<file path="config.mk">
export PLATFORM = sky130hd
export DESIGN_NAME = switch_allocator
export DESIGN_NICKNAME = d
export VERILOG_FILES = /design/src/rtl/switch_allocator.sv
export SDC_FILE = /design/constraint.sdc
export NUM_CORES = 1
export LEC_CHECK = 0
export BUFFER_PORTS_ARGS = -buffer_cell sky130_fd_sc_hd__buf_2
export CAP_MARGIN = 20
export CORE_ASPECT_RATIO = 0.6
export CORE_MARGIN = 2
export CORE_UTILIZATION = 35
export CTS_BUF_LIST = sky130_fd_sc_hd__clkbuf_2
export CTS_CLUSTER_SIZE = 28
export DETAILED_ROUTE_END_ITERATION = 10
export PLACE_DENSITY = 0.53
export SLEW_MARGIN = 5
export SYNTH_ARGS = -nofsm -noshare
export SYNTH_HDL_FRONTEND = slang
export SYNTH_SLANG_ARGS = --single-unit
</file>
<file path="constraint.sdc">
create_clock -name clk -period 4.6 [get_ports clk]
set_clock_uncertainty 0.15 [all_clocks]
set_input_delay 0.46 -clock clk [delete_from_list [all_inputs] [get_ports clk]]
set_output_delay 0.46 -clock clk [all_outputs]
set_load 0.02 [all_outputs]
</file>
<file path="src/rtl/switch_allocator.sv">
// switch_allocator
//   Per-output round-robin allocator for the router crossbar. Every output
//   owns a small IDLE/BUSY machine, an owner register and a round-robin
//   pointer. An IDLE output picks the first requesting, not-yet-granted
//   input after its pointer. A BUSY output keeps its owner for as long as
//   that input keeps requesting the same output. All outputs come straight
//   from flops, so no input reaches an output combinationally.
//
// Ports
//   clk        single clock
//   reset      asynchronous, active-high; clears every grant at once
//   sw_req     request from input i (bit i)
//   sw_chnl    requested output of input i in [i*CHANNEL_BITS +: CHANNEL_BITS]
//   sw_gnt     input i currently owns some output
//   out_valid  output j currently owned
//   out_sel    index of the input owning output j (0 while not owned)
module switch_allocator #(
    parameter int PORTS        = 5,
    parameter int CHANNEL_BITS = 3
) (
    input  logic                            clk,
    input  logic                            reset,
    input  logic [PORTS-1:0]                sw_req,
    input  logic [PORTS*CHANNEL_BITS-1:0]   sw_chnl,
    output logic [PORTS-1:0]                sw_gnt,
    output logic [PORTS-1:0]                out_valid,
    output logic [PORTS*CHANNEL_BITS-1:0]   out_sel
);

    typedef enum logic {
        IDLE = 1'b0,
        BUSY = 1'b1
    } state_t;

    state_t                  state     [PORTS];
    state_t                  state_nxt [PORTS];
    logic [CHANNEL_BITS-1:0] owner     [PORTS];
    logic [CHANNEL_BITS-1:0] owner_nxt [PORTS];
    logic [CHANNEL_BITS-1:0] ptr       [PORTS];
    logic [CHANNEL_BITS-1:0] ptr_nxt   [PORTS];

    // want[j][i]: input i is requesting output j. Out-of-range channel
    // numbers never match any j, so they can neither win nor move a pointer.
    logic [PORTS-1:0]        want      [PORTS];
    logic [CHANNEL_BITS:0]   pick      [PORTS];
    logic                    hold      [PORTS];

    logic [PORTS-1:0]              gnt_nxt;
    logic [PORTS-1:0]              valid_nxt;
    logic [PORTS*CHANNEL_BITS-1:0] sel_nxt;

    // Round-robin search starting just after 'last', wrapping at PORTS.
    // Returns {found, index}.
    function automatic logic [CHANNEL_BITS:0] rr_pick(
        input logic [PORTS-1:0]        cand,
        input logic [CHANNEL_BITS-1:0] last
    );
        logic                    found;
        logic [CHANNEL_BITS-1:0] idx;
        int                      slot;
        found = 1'b0;
        idx   = '0;
        for (int k = 1; k <= PORTS; k++) begin
            slot = int'(last) + k;
            if (slot >= PORTS) begin
                slot = slot - PORTS;
            end
            for (int i = 0; i < PORTS; i++) begin
                if (!found && (slot == i) && cand[i]) begin
                    found = 1'b1;
                    idx   = CHANNEL_BITS'(i);
                end
            end
        end
        return {found, idx};
    endfunction

    always_comb begin
        gnt_nxt   = '0;
        valid_nxt = '0;
        sel_nxt   = '0;
        for (int j = 0; j < PORTS; j++) begin
            want[j]      = '0;
            hold[j]      = 1'b0;
            state_nxt[j] = state[j];
            owner_nxt[j] = owner[j];
            ptr_nxt[j]   = ptr[j];
            for (int i = 0; i < PORTS; i++) begin
                want[j][i] = sw_req[i] &&
                             (sw_chnl[i*CHANNEL_BITS +: CHANNEL_BITS] == CHANNEL_BITS'(j));
            end
            // Inputs already holding a grant (registered) are excluded, so an
            // input that just switched channel waits for its old grant to drop.
            pick[j] = rr_pick(want[j] & ~sw_gnt, ptr[j]);
            for (int i = 0; i < PORTS; i++) begin
                if ((owner[j] == CHANNEL_BITS'(i)) && want[j][i]) begin
                    hold[j] = 1'b1;
                end
            end

            case (state[j])
                IDLE: begin
                    if (pick[j][CHANNEL_BITS]) begin
                        state_nxt[j] = BUSY;
                        owner_nxt[j] = pick[j][CHANNEL_BITS-1:0];
                        ptr_nxt[j]   = pick[j][CHANNEL_BITS-1:0];
                    end
                end
                BUSY: begin
                    // Release goes straight to IDLE; arbitration happens on
                    // the following edge, giving one idle cycle between owners.
                    if (!hold[j]) begin
                        state_nxt[j] = IDLE;
                    end
                end
                default: begin
                    state_nxt[j] = IDLE;
                end
            endcase

            if (state_nxt[j] == BUSY) begin
                valid_nxt[j] = 1'b1;
                sel_nxt[j*CHANNEL_BITS +: CHANNEL_BITS] = owner_nxt[j];
                for (int i = 0; i < PORTS; i++) begin
                    if (owner_nxt[j] == CHANNEL_BITS'(i)) begin
                        gnt_nxt[i] = 1'b1;
                    end
                end
            end
        end
    end

    always_ff @(posedge clk or posedge reset) begin
        if (reset) begin
            for (int j = 0; j < PORTS; j++) begin
                state[j] <= IDLE;
                owner[j] <= '0;
                // Pointer at the last input puts input 0 first after reset.
                ptr[j]   <= CHANNEL_BITS'(PORTS - 1);
            end
            sw_gnt    <= '0;
            out_valid <= '0;
            out_sel   <= '0;
        end else begin
            for (int j = 0; j < PORTS; j++) begin
                state[j] <= state_nxt[j];
                owner[j] <= owner_nxt[j];
                ptr[j]   <= ptr_nxt[j];
            end
            sw_gnt    <= gnt_nxt;
            out_valid <= valid_nxt;
            out_sel   <= sel_nxt;
        end
    end

endmodule
</file>
Word-level counts from Yosys, hierarchy flattened
Index checks and enable logic that the tools add are counted.

cells by class
  equality and inequality tests = 160
  bitwise operators = 11
  multiplexer cells = 360
  reduce and logical (&&, ||, !) cells = 460
  add/sub/neg operators = 50
  order comparisons = 25

operator list
  cell                                                               number
  equality test 32 x 3 -> 1 bit, second input constant               50
  equality test 32 x 2 -> 1 bit, second input constant               25
  equality test 32 x 4 -> 1 bit, second input constant               25
  zero test 32 bit                                                   25
  two-way mux 32 bit                                                 25
  two-way mux 3 bit                                                  128
  logical AND 1 bit                                                  295
  two-way mux 1 bit                                                  195
  subtractor 4 x 3 -> 5 bit, second input constant                   25
  zero test 1 bit                                                    120
  greater-or-equal comparator 4 x 3 -> 1 bit, second input constant  25
  equality test 3 x 2 -> 1 bit, second input constant                30
  equality test 3 x 1 -> 1 bit, second input constant                15
  equality test 3 bit, second input constant                         15
  zero test 3 bit                                                    15
  adder 3 x 2 -> 4 bit, second input constant                        10
  adder 3 x 3 -> 4 bit, second input constant                        10
  bitwise AND 5 bit                                                  5
  two-way mux 5 bit                                                  5
  adder 3 x 1 -> 4 bit, second input constant                        5
  one-hot mux 1 bit (2 select lines)                                 5
  AND reduction 2 bit                                                5
  inverter 1 bit                                                     5
  inverter 5 bit                                                     1
  two-way mux 2 bit                                                  2

storage, ports and cells
  register bits = 60
  logic and storage cells = 1084
  input port bits = 22
  output and inout port bits = 25

Longest topological paths before layout
  depth after elaboration = 115
  mapped depth = 17
  mapped depth without buffers = 14

Worst setup path after synthesis
No wires, ideal clock.

  path kind = flip-flop to flip-flop
  start = reg ptr[3] (netlist bit)
  end = reg sw_gnt[4]
  arrival = 3.566 ns
  library setup time = 0.139 ns
  slack = 0.745 ns
  required time = 4.311 ns
  buffers on the path = 1
  cell stages (with the launch flop) = 15
  clock period less this slack = 3.855 ns
  cell sequence = dfrtp_1 > buf_2 > clkinv_1 > ha_1 > ha_1 > or4b_1 > a2111oi_2 > a21oi_1 > o21ai_2 > nor3_1 > a41oi_2 > o211ai_1 > o21ai_1 > o22ai_1 > or4_1

between the ends
  longest elaborated chain between the ends = 109
  elaborated cells between the ends (all ways) = 176
  those cells by class = add/sub (10); order compare (5); eq/ne (21); mux (62); reduce/logical (78)

ends and longest elaborated chain
  what                                                                                     RTL line  source
  start: declaration                                                                       39        logic [CHANNEL_BITS-1:0] ptr [PORTS];
  start signal: indexed assignment                                                         139       ptr[j] <= CHANNEL_BITS'(PORTS - 1);
  start signal: indexed assignment                                                         148       ptr[j] <= ptr_nxt[j];
  adder 3 x 1 -> 4 bit                                                                     64        slot = int'(last) + k;
  subtractor 4 x 3 -> 5 bit or greater-or-equal comparator 4 x 3 -> 1 bit (tied branches)  66, 65
  two-way mux 32 bit                                                                       65        if (slot >= PORTS) begin
  zero test 32 bit                                                                         69        if (!found && (slot == i) && cand[i]) begin
  logical AND 1 bit                                                                        69
  two-way mux 1 bit                                                                        69
  zero test 1 bit                                                                          69
  logical AND 1 bit (2 in series)                                                          69
  (+93 left out)                                                                           n/a
  two-way mux 3 bit                                                                        103       if (pick[j][CHANNEL_BITS]) begin
  two-way mux 3 bit                                                                        101       case (state[j])
  equality test 3 bit                                                                      125       if (owner_nxt[j] == CHANNEL_BITS'(i)) begin
  two-way mux 1 bit                                                                        125
  two-way mux 5 bit *                                                                      121       if (state_nxt[j] == BUSY) begin
  two-way mux 1 bit                                                                        125
  two-way mux 5 bit *                                                                      121
  named net gnt_nxt[4]                                                                     48        logic [PORTS-1:0] gnt_nxt;
  end signal: assignment                                                                   150       sw_gnt <= gnt_nxt;
  end: declaration                                                                         25        output logic [PORTS-1:0] sw_gnt,

The timed path passes the listed nets; every way through them passes the cells marked *.
A chain may end at the register's enable or synchronous reset.

==> flow_metrics.env <==
export IMPL_area_growth_pct=7.59
export IMPL_cp_common_cell="a21oi_1"
export IMPL_wl_per_cell_microns=21.0
export IMPL_clk_latency_ns=0.54
export IMPL_yosys_warnings=0
export IMPL_vdd_drop_max_mv=0.368
export IMPL_layout_setup_ws_ns=0.258
export IMPL_max_stage_delay_ns=0.60
export IMPL_drv_cap=0
export IMPL_min_period_ns=4.34
export IMPL_synth_xor_area_share=0.0227
export IMPL_relSlewSlack=0.423
export IMPL_io_pins=47
export IMPL_coreArea_sq_um=28900
export IMPL_synthAdderAreaFrac=0.0892
export IMPL_criticalPathCategory="reg2reg"
export IMPL_syn_cell_area_sq_um=10400
export IMPL_dp_hpwl_microns=29400
export IMPL_synthArstFlopShare=1.00
export IMPL_status="complete, no violations"
export IMPL_die_w_microns=226
export IMPL_drt_total_wl_microns=37500
export IMPL_synth_top_area_share=0.120
export IMPL_placementRows=48
export IMPL_finalHoldViolations=0
export IMPL_start_util=0.359
export IMPL_final_common_cell="nand2_1"
export IMPL_p_comb_frac=0.857
export IMPL_drv_slew=0
export IMPL_yosys_top_cells_area="dfrtp_1, ha_1, a21oi_1"
export IMPL_drtPass1Iterations=5
export IMPL_final_cells=1784
export IMPL_fin_crit_sh=0.944
export IMPL_grt_pass1_vias=9799
export IMPL_p_sw_uw=5390
export IMPL_cp_max_fo=14
export IMPL_synth_edf_count=0
export IMPL_synth_cells=1355
export IMPL_synth_ff_latch_count=55
export IMPL_antenna_found_initial=1
export IMPL_r2r_setup_slack_ns=0.26
export IMPL_die_h_microns=137
export IMPL_synth_area_leader_cell="dfrtp_1"
export IMPL_clkPwrFrac=0.032
export IMPL_cp_cell_sequence="inv_1 > ha_2 > nand2b_1 > or2_2 > a21oi_1 > o31a_1 > or4_1 > nor3_2 > a21oi_1 > a21oi_2 > inv_2 > a22oi_1 > nand4_1"
export IMPL_drive_gt1_frac=0.148
export IMPL_placed_cell_area_sq_um=11100
export IMPL_grt_max_degree=53
export IMPL_crit_buf_inv=2
export IMPL_hold_class="in2async"
export IMPL_cts_tree="yes"
export IMPL_die_area_sq_um=31100
export IMPL_r2r_end="sw_gnt[2]"
export IMPL_startpoint_type="register"
export IMPL_dp_cells=1774
export IMPL_cp_end_kind="register"
export IMPL_p_int_uw=3590
export IMPL_cts_setup_buffers=0
export IMPL_h_tree_depth=2
export IMPL_synth_compound_area_share=0.344
export IMPL_root_buffer="clkbuf_2"
export IMPL_track_usage=0.236
export IMPL_drc_errors=0
export IMPL_reg2reg_depth=13
export IMPL_postRouteAntennaNets=0
export IMPL_finalSetupViolations=0
export IMPL_worstMarginPinSlew_ns=0.866
export IMPL_synth_nets=1448
export IMPL_seq_area_frac_synth=0.133
export IMPL_worstPathRequired_ns=4.89
export IMPL_critPathTopFamily="simple AND/OR/NAND/NOR gates"
export IMPL_viasPerCell=6.36
export IMPL_synth_top_family_by_area="compound AO/OA/AOI/OAI gates"
export IMPL_overflow=0
export IMPL_clk_pin_slew_ns=0.34
export IMPL_reg2reg_from="ptr[1]"
export IMPL_layout_common_cells="nand2_1, nor2_1, a21oi_1"
export IMPL_clkSinkCount=55
export IMPL_grt_setup_unrepaired="false"
export IMPL_p_seq_frac=0.111
export IMPL_grt_pass1_wl_microns=58000
export IMPL_num_vias=11400
export IMPL_sw_frac_of_total=0.600
export IMPL_postLayoutCellArea_sq_um=11200
export IMPL_first_iter_violations=1317
export IMPL_place_ws_ns=0.122
export IMPL_synth_area_mux_share=0.0192
export IMPL_cts_buffers=5
export IMPL_maxClockFrequency_mhz=230
export IMPL_clk_path_buf_depth=2
export IMPL_syn_area_per_cell_sq_um=7.66
export IMPL_gp_congestion=0.968
export IMPL_finalSetupTns_ns=0
export IMPL_port_buffers=46
export IMPL_synth_ff_type="dfrtp_1"
export IMPL_p_leak_uw=0.00440
export IMPL_p_per_area_nw_per_um2=803
export IMPL_fin_nets=1475
export IMPL_synth_cell_types=120
export IMPL_cp_slowest_cell="dfrtp_2"
export IMPL_synth_simple_gate_area_frac=0.326
export IMPL_crit_arrival_ns=4.63
## stage by stage
| step | util | hold slack [ns] | total power, uW |
|---|---|---|---|
| final | 0.386 | 0.108 | 8970 |
| after floorplan | - | 0.372 | 6500 |
| after global routing | 0.386 | 0.0929 | 9690 |
| after detailed placement | 0.382 | 0.185 | 8380 |
| after CTS | 0.385 | 0.101 | 8710 |
| after global placement | 0.382 | 0.188 | 8410 |
## cell families after synthesis
group           count (synthesis)
mux                            19
xor+xnor                       26
fa+ha+maj                      71
buf+inv                       138
simple gates                  580
compound gates                466
flops                          55
## worst max-delay path by stage
stage               startpoint        end  slack (ns)  cells past startpoint
detailed placement      ptr[1]  sw_gnt[2]        0.12                     14
global placement        ptr[1]  sw_gnt[2]        0.06                     14
global route            ptr[1]  sw_gnt[1]       0.008                     14
finish                  ptr[1]  sw_gnt[2]        0.26                     13
floorplan               ptr[3]  sw_gnt[4]        0.75                     14
CTS                     ptr[1]  sw_gnt[2]        0.04                     14
## synthesized netlist by cell type, drive strengths merged, types with 13 or more instances
| cell type | n |
|---|---|
| nor2b | 33 |
| o22ai | 16 |
| dfrtp | 50 |
| a211oi | 25 |
| or2 | 21 |
| or3 | 15 |
| mux2i | 15 |
| nand2 | 94 |
| o31ai | 13 |
| clkbuf | 20 |
| nand2b | 41 |
| and2 | 29 |
| buf | 59 |
| inv | 56 |
| nand3 | 44 |
| nor4 | 26 |
| o21ai | 68 |
| a21oi | 73 |
| or4 | 13 |
| xor2 | 14 |
| o211ai | 24 |
| nand4 | 20 |
| and3 | 17 |
| nor3b | 24 |
| a21o | 21 |
| a31oi | 32 |
| ha | 66 |
| nor2 | 92 |
| nor3 | 47 |
## per-layer routing
layer  up-vias  routed length, microns  global-route usage
met4         0                     303              0.0223
met5         -                       0                   0
met1      5453                   19200               0.390
met2       570                   14200               0.311
li1       5304                       -                   -
met3        23                    3790              0.0465
## timing repair
item | CTS | global route
endpoints found under the hold margin | 7 | 0
setup endpoints to repair | 0 | 8
hold buffers | 1 | 0
gates resized for setup | 0 | 8
## registers in the layout (all words and copies together) (netlist names)
register,cells
sw_gnt,5
ptr,15
out_sel,15
out_valid,5
owner,15
## layout make-up
| class | instances | area (sq um) |
|---|---|---|
| fill | 3074 | 17800 |
| multi-input combinational | 1162 | 8350 |
| sequential | 55 | 1380 |
| timing repair buffer | 99 | 643 |
| tap | 400 | 500 |
| inverter | 59 | 221 |
| clock inverter | 3 | 47.5 |
| clock buffer | 5 | 25.0 |
| antenna | 1 | 2.50 |
## power groups by stage
stage               registers [uW]  logic (uW)  clock network, uW
floorplan                     1030        5470                  0
global placement               994        7410                  0
detailed placement             994        7390                  0
CTS                            984        7430                292
global route                  1030        8350                314
finish                         996        7690                284
## worst register-to-register path, cell delays in order, from the launching register on
cell and delay (ns):
dfrtp_2 0.60, inv_1 0.24, ha_2 0.57, nand2b_1 0.36, or2_2 0.18, a21oi_1 0.07
o31a_1 0.33, or4_1 0.60, nor3_2 0.20, a21oi_1 0.14, a21oi_2 0.36, inv_2 0.11
a22oi_1 0.23, nand4_1 0.13
No activity file was read; power rests on OpenSTA's default activity.
